**config.mk**
```make
export PLATFORM = sky130hd
export DESIGN_NAME = eth_rx_demux
export DESIGN_NICKNAME = d
export VERILOG_FILES = /design/src/rtl/eth_pkg.sv /design/src/rtl/axis_skid_buf.sv /design/src/rtl/eth_rx_demux.sv
export SDC_FILE = /design/constraint.sdc
export NUM_CORES = 1
export LEC_CHECK = 0
export CAP_MARGIN = 20
export CORE_ASPECT_RATIO = 0.7
export CORE_MARGIN = 5
export CORE_UTILIZATION = 55
export CTS_BUF_LIST = sky130_fd_sc_hd__clkbuf_2 sky130_fd_sc_hd__clkbuf_4 sky130_fd_sc_hd__clkbuf_8
export DETAILED_ROUTE_END_ITERATION = 16
export GPL_ROUTABILITY_DRIVEN = 0
export GPL_TIMING_DRIVEN = 0
export PLACE_DENSITY = 0.85
export SYNTH_ARGS = -nofsm -noshare
export SYNTH_HDL_FRONTEND = slang
export SYNTH_SLANG_ARGS = --single-unit
```
**constraint.sdc**
```tcl
create_clock -name clk -period 4 [get_ports clk]
set_input_delay 0.8 -clock clk [delete_from_list [all_inputs] [get_ports clk]]
set_output_delay 0.8 -clock clk [all_outputs]
set_load 0.02 [all_outputs]
```
**src/rtl/eth_pkg.sv**
```systemverilog
`default_nettype none
// ============================================================================
// Module   : eth_pkg
// Purpose  : Shared L2 constants, receive state encoding and a MAC byte helper
//            for the Ethernet RX demultiplexer.
// Revision : 1.0 - initial release
// ============================================================================
package eth_pkg;

  localparam int          ETH_HDR_LEN  = 14;
  localparam logic [15:0] ETHTYPE_IPV4 = 16'h0800;
  localparam logic [15:0] ETHTYPE_ARP  = 16'h0806;
  localparam logic [47:0] MAC_BCAST    = 48'hFFFF_FFFF_FFFF;

  typedef enum logic [1:0] {
    HDR   = 2'd0,
    FWD   = 2'd1,
    DROP  = 2'd2,
    ABORT = 2'd3
  } rx_state_e;

  // Byte idx of a MAC address in wire order (idx 0 is the most significant byte).
  function automatic logic [7:0] mac_byte(input logic [47:0] mac, input logic [3:0] idx);
    logic [47:0] w_sh;
    w_sh = mac << {idx, 3'b000};
    return w_sh[47:40];
  endfunction

endpackage
`default_nettype wire

```
**src/rtl/axis_skid_buf.sv**
```systemverilog
`default_nettype none
// ============================================================================
// Module   : axis_skid_buf
// Purpose  : Two-entry AXI-Stream register slice with a registered ready.
// Revision : 1.0 - initial release
// ============================================================================
module axis_skid_buf #(
  parameter int WIDTH = 10
) (
  input  logic             clk,
  input  logic             reset,
  input  logic [WIDTH-1:0] in_data,
  input  logic             in_valid,
  output logic             in_ready,
  output logic [WIDTH-1:0] out_data,
  output logic             out_valid,
  input  logic             out_ready
);

  logic             r_out_valid;
  logic [WIDTH-1:0] r_out_data;
  logic             r_skid_valid;
  logic [WIDTH-1:0] r_skid_data;
  logic             w_load;
  logic             w_in_fire;

  assign w_load    = out_ready || !r_out_valid;
  assign w_in_fire = in_valid && !r_skid_valid;

  // The skid entry only fills when the output register is stalled.
  always_ff @(posedge clk) begin
    if (reset) begin
      r_out_valid  <= 1'b0;
      r_out_data   <= '0;
      r_skid_valid <= 1'b0;
      r_skid_data  <= '0;
    end else if (w_load) begin
      if (r_skid_valid) begin
        r_out_valid  <= 1'b1;
        r_out_data   <= r_skid_data;
        r_skid_valid <= 1'b0;
      end else begin
        r_out_valid <= w_in_fire;
        if (w_in_fire) r_out_data <= in_data;
      end
    end else if (w_in_fire) begin
      r_skid_valid <= 1'b1;
      r_skid_data  <= in_data;
    end
  end

  assign in_ready  = !r_skid_valid;
  assign out_valid = r_out_valid;
  assign out_data  = r_out_data;

endmodule
`default_nettype wire

```
**src/rtl/eth_rx_demux.sv**
```systemverilog
`default_nettype none
// ============================================================================
// Module   : eth_rx_demux
// Purpose  : Strips the Ethernet header, filters on destination MAC and routes
//            the payload to a per-EtherType output stream.
// Revision : 1.0 - initial release
// ============================================================================
module eth_rx_demux
  import eth_pkg::*;
#(
  parameter int                   NUM_CH         = 2,
  parameter logic [NUM_CH*16-1:0] ETHERTYPES     = {ETHTYPE_IPV4, ETHTYPE_ARP},
  parameter int                   TIMEOUT_CYCLES = 4096,
  parameter int                   CNT_WIDTH      = 16
) (
  input  logic                  clk,
  input  logic                  reset,
  input  logic [47:0]           local_mac,
  input  logic                  promisc,
  input  logic [7:0]            s_axis_tdata,
  input  logic                  s_axis_tvalid,
  input  logic                  s_axis_tlast,
  output logic                  s_axis_tready,
  output logic [NUM_CH*8-1:0]   m_axis_tdata,
  output logic [NUM_CH-1:0]     m_axis_tvalid,
  output logic [NUM_CH-1:0]     m_axis_tlast,
  output logic [NUM_CH-1:0]     m_axis_tuser,
  input  logic [NUM_CH-1:0]     m_axis_tready,
  output logic [CNT_WIDTH-1:0]  fwd_cnt,
  output logic [CNT_WIDTH-1:0]  drop_cnt
);

  localparam int SEL_W = (NUM_CH > 1) ? $clog2(NUM_CH) : 1;
  localparam int TMR_W = $clog2(TIMEOUT_CYCLES) + 1;

  rx_state_e            r_state, w_state_nxt;
  logic [3:0]           r_byte_cnt;
  logic                 r_mac_ok, r_bcast;
  logic [7:0]           r_type_hi;
  logic [SEL_W-1:0]     r_sel, w_sel;
  logic [TMR_W-1:0]     r_timer;
  logic [CNT_WIDTH-1:0] r_fwd_cnt, r_drop_cnt;

  logic                 w_beat, w_in_frame, w_expire, w_last_hdr, w_accept, w_match;
  logic                 w_fwd_inc, w_drop_inc;
  logic [15:0]          w_etype;
  logic [NUM_CH-1:0]    w_skid_valid, w_skid_ready;
  logic [9:0]           w_skid_data;
  logic [NUM_CH*10-1:0] w_out_data;

  assign w_beat     = s_axis_tvalid && s_axis_tready;
  assign w_in_frame = (r_state == FWD) || (r_state == DROP) || (r_state == HDR && r_byte_cnt != 4'd0);
  assign w_expire   = w_in_frame && !s_axis_tvalid && (r_timer == TMR_W'(TIMEOUT_CYCLES - 1));
  assign w_last_hdr = (r_byte_cnt == 4'(ETH_HDR_LEN - 1));
  assign w_accept   = r_mac_ok || r_bcast || promisc;
  assign w_etype    = {r_type_hi, s_axis_tdata};

  // Lowest matching table index wins.
  always_comb begin
    w_match = 1'b0;
    w_sel   = '0;
    for (int i = NUM_CH - 1; i >= 0; i--) begin
      if (ETHERTYPES[16*i +: 16] == w_etype) begin
        w_match = 1'b1;
        w_sel   = SEL_W'(i);
      end
    end
  end

  always_ff @(posedge clk) begin
    if (reset) r_state <= HDR;
    else       r_state <= w_state_nxt;
  end

  always_comb begin
    w_state_nxt = r_state;
    case (r_state)
      HDR:   if (w_beat && !s_axis_tlast && w_last_hdr)
               w_state_nxt = (w_accept && w_match) ? FWD : DROP;
      FWD:   if (w_beat && s_axis_tlast) w_state_nxt = HDR;
             else if (w_expire)          w_state_nxt = ABORT;
      DROP:  if ((w_beat && s_axis_tlast) || w_expire) w_state_nxt = HDR;
      ABORT: if (w_skid_ready[r_sel]) w_state_nxt = HDR;
      default: w_state_nxt = HDR;
    endcase
  end

  always_comb begin
    s_axis_tready = 1'b0;
    w_skid_valid  = '0;
    w_skid_data   = {1'b0, s_axis_tlast, s_axis_tdata};
    w_fwd_inc     = 1'b0;
    w_drop_inc    = 1'b0;
    case (r_state)
      HDR, DROP: begin
        s_axis_tready = 1'b1;
        w_drop_inc    = (w_beat && s_axis_tlast) || w_expire;
      end
      FWD: begin
        s_axis_tready       = w_skid_ready[r_sel];
        w_skid_valid[r_sel] = s_axis_tvalid;
        w_fwd_inc           = w_beat && s_axis_tlast;
      end
      ABORT: begin
        w_skid_valid[r_sel] = 1'b1;
        w_skid_data         = 10'b11_0000_0000;
        w_drop_inc          = w_skid_ready[r_sel];
      end
      default: ;
    endcase
  end

  always_ff @(posedge clk) begin
    if (reset) begin
      r_byte_cnt <= 4'd0;
      r_mac_ok   <= 1'b0;
      r_bcast    <= 1'b0;
      r_type_hi  <= 8'd0;
      r_sel      <= '0;
      r_timer    <= '0;
      r_fwd_cnt  <= '0;
      r_drop_cnt <= '0;
    end else begin
      if (w_fwd_inc && !(&r_fwd_cnt))   r_fwd_cnt  <= r_fwd_cnt + CNT_WIDTH'(1);
      if (w_drop_inc && !(&r_drop_cnt)) r_drop_cnt <= r_drop_cnt + CNT_WIDTH'(1);

      if (w_beat || w_expire || !w_in_frame || w_state_nxt != r_state) r_timer <= '0;
      else if (!s_axis_tvalid)                                          r_timer <= r_timer + TMR_W'(1);

      if (r_state != HDR || w_expire) begin
        r_byte_cnt <= 4'd0;
      end else if (w_beat) begin
        r_byte_cnt <= (s_axis_tlast || w_last_hdr) ? 4'd0 : r_byte_cnt + 4'd1;
        if (r_byte_cnt < 4'd6) begin
          r_mac_ok <= (r_byte_cnt == 4'd0 || r_mac_ok) && (s_axis_tdata == mac_byte(local_mac, r_byte_cnt));
          r_bcast  <= (r_byte_cnt == 4'd0 || r_bcast) && (s_axis_tdata == MAC_BCAST[7:0]);
        end
        if (r_byte_cnt == 4'd12) r_type_hi <= s_axis_tdata;
        if (w_last_hdr)          r_sel     <= w_sel;
      end
    end
  end

`ifndef SYNTHESIS
  always_ff @(posedge clk) begin
    if (!reset) assert (!(w_fwd_inc && w_drop_inc));
  end
`endif

  generate
    for (genvar g = 0; g < NUM_CH; g++) begin : g_ch
      axis_skid_buf #(.WIDTH(10)) u_skid (
        .clk       (clk),
        .reset     (reset),
        .in_data   (w_skid_data),
        .in_valid  (w_skid_valid[g]),
        .in_ready  (w_skid_ready[g]),
        .out_data  (w_out_data[10*g +: 10]),
        .out_valid (m_axis_tvalid[g]),
        .out_ready (m_axis_tready[g])
      );
      assign m_axis_tdata[8*g +: 8] = w_out_data[10*g +: 8];
      assign m_axis_tlast[g]        = w_out_data[10*g + 8];
      assign m_axis_tuser[g]        = w_out_data[10*g + 9];
    end
  endgenerate

  assign fwd_cnt  = r_fwd_cnt;
  assign drop_cnt = r_drop_cnt;

endmodule
`default_nettype wire

```
# Word level (Yosys, flattened, before mapping)
# Index checks and enable logic that the tools add are counted.
# classes
n_shift	1
n_mux	26
bitwise_logic	4
addsub	4
magnitude_cmp	3
eq_ne	11
reduce_logical	58
# op_table
op	n
10-bit two-way mux	5
48-bit by 7-bit left shift with 48-bit output	1
16-bit by 1-bit adder with 16-bit output, second input constant	2
12-bit by 16-bit == test with 1-bit output, first input constant	2
16-bit AND reduction	2
1-bit logical AND	15
1-bit logical OR	14
13-bit by 1-bit adder with 13-bit output, second input constant	1
13-bit by 12-bit == test with 1-bit output, second input constant	1
2-bit two-way mux	6
2-bit OR reduction	5
1-bit zero test	9
1-bit two-way mux	9
3-bit AND reduction	3
4-bit == test, second input constant	2
8-bit == test	1
8-bit == test, second input constant	1
2-bit case mux with 4 select lines	1
2-bit AND reduction	4
2-bit nonzero test	3
4-bit by 1-bit adder with 4-bit output, second input constant	1
2-bit == test, second input constant	2
4-bit zero test	1
4-bit by 3-bit less-than comparator with 1-bit output, second input constant	1
other kinds (12)	15
# totals
register_bits	106
input_bits	63
word_cells	124
output_inout_bits	55

# Depth between registers and ports, before layout
# depth
depth_word	12
ltp_mapped	12
depth_no_buf	9

# Hierarchy
# Synthesis repeated with hierarchy kept, for this count alone.
# unflattened
hier_cells	664
hier_area_um2	5699.2
# by_module_without_submodules
mod	n_inst	seq_area_each_um2	cells_each	area_each_um2
eth_rx_demux	1	1241.2	464	3797.4
axis_skid_buf	2	440.4	100	950.9

# Worst setup path after synthesis
# OpenSTA, ideal clock, no wires.
# synth_path
path_kind	input port to flip-flop
start	in s_axis_tvalid
end	reg r_type_hi[0]
stages	9
t_required_ns	3.872
path_slack_ns	1.072
path_buffers	2
arrival_ns	2.800
setup_ns	0.128
path_cell_list	clkbuf_1 > nand4b_1 > or4_1 > or2_2 > and3_1 > clkbuf_1 > nand4_2 > mux2i_1 > nor2_1
# synth_via
elab_chain_len	6
word_cells_on_any_way	7
classes_between	bitwise: 1; reduce/logical: 6
# synth_lines
item	line	source
start, declared	eth_rx_demux.sv:21	input logic s_axis_tvalid,
1-bit zero test	--	
1-bit logical AND (2 in series)	eth_rx_demux.sv:53	assign w_expire = w_in_frame && !s_axis_tvalid && (r_timer == TMR_W'(TIMEOUT_CYCLES - 1));
1-bit logical OR	eth_rx_demux.sv:130	if (r_state != HDR || w_expire) begin
1-bit NOT (no line)	--	
3-bit AND reduction (no line) (*)	--	
end signal, assigned	eth_rx_demux.sv:138	if (r_byte_cnt == 4'd12) r_type_hi <= s_axis_tdata;
end, declared	eth_rx_demux.sv:39	logic [7:0] r_type_hi;
# Mark *: on every way between the ends. The rest lies on a longest branch, timed or not.
# A chain may end at the register's enable or synchronous reset.

# Worst setup path after layout
# layout_path
start	reg r_state[0]
end	out s_axis_tready
# layout_via
elab_chain_len	3
word_cells_on_any_way	5
classes_between	eq/ne: 2; mux: 1; reduce/logical: 2
# layout_lines
item	line	source
start, declared	eth_rx_demux.sv:36	rx_state_e r_state, w_state_nxt;
start signal, assigned	eth_rx_demux.sv:72	else r_state <= w_state_nxt;
2-bit == test / 2-bit zero test (equally long branches)	eth_rx_demux.sv:94	case (r_state)
2-bit OR reduction	eth_rx_demux.sv:94	
1-bit case mux with 2 select lines (*)	eth_rx_demux.sv:94	
end, declared	eth_rx_demux.sv:23	output logic s_axis_tready,
# Marks and branches as above.

==> metrics.csv <==
stage,metric,value,unit
synthesis,syn_nets,732,
timing,relSlewSlack,40.10,%
global_route,antenna_found_initial,0,
worst_setup_path,rrSetupSlack,0.82,ns
worst_setup_path,worstReg2RegStart,r_byte_cnt[1],
clock_network,cts_setup_buffers,0,
synthesis,yosys-top-cells-area,"dfxtp_1 (38%), nor2_1 (8.8%), mux2i_1 (7.3%), xnor2_1 (3.1%), xor2_1 (3.1%)",
worst_setup_path,worstSetupPathType,reg2out,
clock_network,hold_buffers,0,
timing,worst_pin_slew,0.8985,ns
synthesis,netlist_area,5607,µm²
floorplanning,row_count,30,
place,place_area,6888,µm²
power,ir_worst_vdd,0.2147,mV
detailed_routing,routedWlPerCell,16.95,µm
synthesis,synth_edf_count,0,
place,detailed_place_hpwl,11530,µm
timing,fmax,293.1,MHz
worst_hold_path,min_path_type,reg2reg,
floorplanning,ios,118,
job,max_cap_violations,0,
synthesis,ys_seq_elements,106,
power,power_density,275.7,nW/µm²
timing,fin_tns_setup,0,ns
timing,finalHoldViolCount,0,
worst_setup_path,endpoint_kind,output port,
clock_network,cts_buffers,9,
clock_network,cts_sinks,106,
cells_and_area,drive_gt1_share,5.972,%
floorplanning,start_util,57.01,%
timing,rsz0062_at_grt,no,
synthesis,async_reset_ff_share,0,%
power,power.share.switching,24.53,%
worst_setup_path,worstSetupStartpointType,register,
detailed_routing,routed_via_density,5.899,
cells_and_area,finalCoreUtilization,72.06,%
cells_and_area,design_area,7087,µm²
power,p_int,0.001474,W
synthesis,yosys_most_used_dff,dfxtp_1,
timing,fin_hold_ws,0.4856,ns
power,p_seq_share,54.4,%
timing,finClkSkew,0.009816,ns
synthesis,yosysMostFrequentCell,nor2_1,
timing,period_share,85.28,%
synthesis,synth_top_area_share,37.85,%
clock_network,cts_max_level,3,
worst_setup_path,crit_fanout,7,
worst_setup_path,worst_ep_required_time,3.20,ns
clock_network,cts_resized,0,
worst_setup_path,cp-startpoint,r_state[0],
synthesis,yosys.area.top_type,dfxtp_1,
floorplanning,dieArea,12350,µm²
synthesis,syn_inst,659,
timing,finalSetupViolCount,0,
timing,period_needed,3.411,ns
power,p_sw,0.0004792,W
run_status,status,"complete, no violations",
floorplanning,fp.dieW,130.7,µm
synthesis,seq_area_frac_synth,37.85,%
detailed_routing,drc_errors,0,
synthesis,ys_warn_count,0,
global_route,grt.total_usage,24.93,%
timing,drv_slew,0,
synthesis,synthTopCellsByCount,"nor2_1 (132), dfxtp_1 (106), mux2i_1 (41), a21oi_1 (32), clkbuf_1 (32)",
detailed_routing,totalWireLength,15510,µm
cells_and_area,nets,855,
worst_setup_path,cp.arrival,2.61,ns
detailed_routing,drt_iter0_markers,651,
cells_and_area,num_antenna_cells,0,
worst_setup_path,timing.rr.end,drop_cnt[15],
floorplanning,die_y,94.48,µm
clock_network,insertion_delay,0.38,ns
cells_and_area,fillers,762,
synthesis,synth_cell_types,60,
worst_setup_path,reg2reg_depth,12,
power,power_leakage,2.483,nW
worst_setup_path,crit_end,s_axis_tready,
global_route,gr-total-overflow,0,
floorplanning,coreArea,9834,µm²
clock_network,cts_tree,yes,
synthesis,syn-mean-instance-area,8.508,µm²
cells_and_area,area_delta_synth_final,26.40,%
global_route,grt_max_degree,18,
clock_network,path_clk_slew,0.09,ns
power,power_frac_comb,11.6,%
power,clock_power_share,34.0,%
place,io_buffers,112,
detailed_routing,ant_nets,0,
detailed_routing,dr_total_vias,5398,
global_route,grt_pass1_wl,24880,µm
clock_network,clockBufferDepth,2,
clock_network,cts-root-buf,clkbuf_8,
global_route,grt_pass1_vias,5131,
detailed_routing,drtPass1Iterations,6,
-- how the worst min path moves through the flow --
stage | start | to | slack (ns) | cells past startpoint
after floorplan | r_timer[12] | r_timer[12] | 0.45 | 2
after global placement | g_ch[1].u_skid.r_skid_data[9] | g_ch[1].u_skid.r_skid_data[9] | 0.46 | 2
after detailed placement | r_timer[12] | r_timer[12] | 0.47 | 2
after CTS | g_ch[0].u_skid.r_skid_data[9] | g_ch[0].u_skid.r_skid_data[9] | 0.49 | 2
after global routing | g_ch[0].u_skid.r_skid_data[9] | g_ch[0].u_skid.r_skid_data[9] | 0.50 | 2
final | r_timer[12] | r_timer[12] | 0.49 | 2
-- area by class of cell --
cell class                 count  area [µm²]  share of cell area (%)
multi-input combinational    499        3236                   45.66
clock inverter                 6       67.56                  0.9534
timing repair buffer         112        1121                   15.82
inverter                      13       51.30                  0.7239
buffer                        41       197.7                   2.790
clock buffer                  10       131.4                   1.854
tap                          128       160.2                   2.260
sequential                   106        2122                   29.94
-- through the flow --
stage	total power, W	setup WS (ns)	std cells
floorplan	0.001213	1.072	659
global placement	0.001304	0.6901	899
detailed placement	0.001310	0.6535	899
CTS	0.001961	0.6146	915
global route	0.002032	0.5058	915
finish	0.001953	0.5886	915
-- sequential cells by signal, summed over array words and instances, names as in the netlist, 4 cells and up --
| signal | count |
|---|---|
| drop_cnt | 16 |
| fwd_cnt | 16 |
| g_ch.u_skid.out_data | 20 |
| g_ch.u_skid.r_skid_data | 20 |
| r_byte_cnt | 4 |
| r_timer | 13 |
| r_type_hi | 8 |
-- cells by family (layout without fill, tap and decap cells) --
group | after synthesis | in the layout | share of synthesized area (%)
flops | 106 | 106 | 37.85
simple gates | 291 | 291 | 25.69
xor+xnor | 40 | 40 | 6.249
fa+ha+maj | 10 | 10 | 2.232
buf+inv | 54 | 182 | 4.441
mux | 60 | 60 | 11.67
compound gates | 98 | 98 | 11.87
-- routing by layer --
layer	global-route usage [%]	part of all wire, %	vias up
li1	-	-	2573
met1	33.05	44	2569
met2	41.13	46	229
met3	5.653	8.9	27
met4	6.507	1.5	0
met5	0	0	-
-- cell usage in the layout (no fill, tap or decap), types with 4 or more instances in the layout --
| master | netlist | routed |
|---|---|---|
| inv_1 | 12 | 12 |
| a21oi_1 | 32 | 32 |
| and4b_1 | 4 | 4 |
| xor2_1 | 20 | 20 |
| nor3_1 | 24 | 24 |
| ha_1 | 10 | 10 |
| clkbuf_1 | 32 | 32 |
| nand2_1 | 27 | 27 |
| nor3b_1 | 6 | 6 |
| and3_1 | 8 | 8 |
| nor4_1 | 7 | 7 |
| a211oi_1 | 22 | 22 |
| a31oi_1 | 5 | 5 |
| nand4_1 | 16 | 16 |
| nand2b_1 | 13 | 13 |
| clkbuf_8 | 0 | 9 |
| clkdlybuf4s50_1 | 0 | 112 |
| o21ai_0 | 10 | 10 |
| mux2i_1 | 41 | 41 |
| a222oi_1 | 6 | 6 |
| nor2_1 | 132 | 132 |
| xnor2_1 | 20 | 20 |
| or3_1 | 6 | 6 |
| nor4b_1 | 5 | 5 |
| nand3_1 | 13 | 13 |
| nor2b_1 | 13 | 13 |
| dfxtp_1 | 106 | 106 |
| mux2_2 | 14 | 14 |
-- power groups by stage --
stage	logic (W)	clock network, W	registers (W)
floorplan	0.000126	0	0.00109
global placement	0.000217	0	0.00109
detailed placement	0.000223	0	0.00109
CTS	0.000225	0.000674	0.00106
global route	0.000244	0.000725	0.00106
finish	0.000227	0.000664	0.00106
-- critical path, stage by stage, from the launching register on --
cell             delay (ns)
dfxtp_1                0.48
inv_1                  0.12
ha_1                   0.29
or2_2                  0.36
a21oi_1                0.32
nor2_1                 0.10
clkdlybuf4s50_1        0.56
Power figures use the tool's default switching activity.
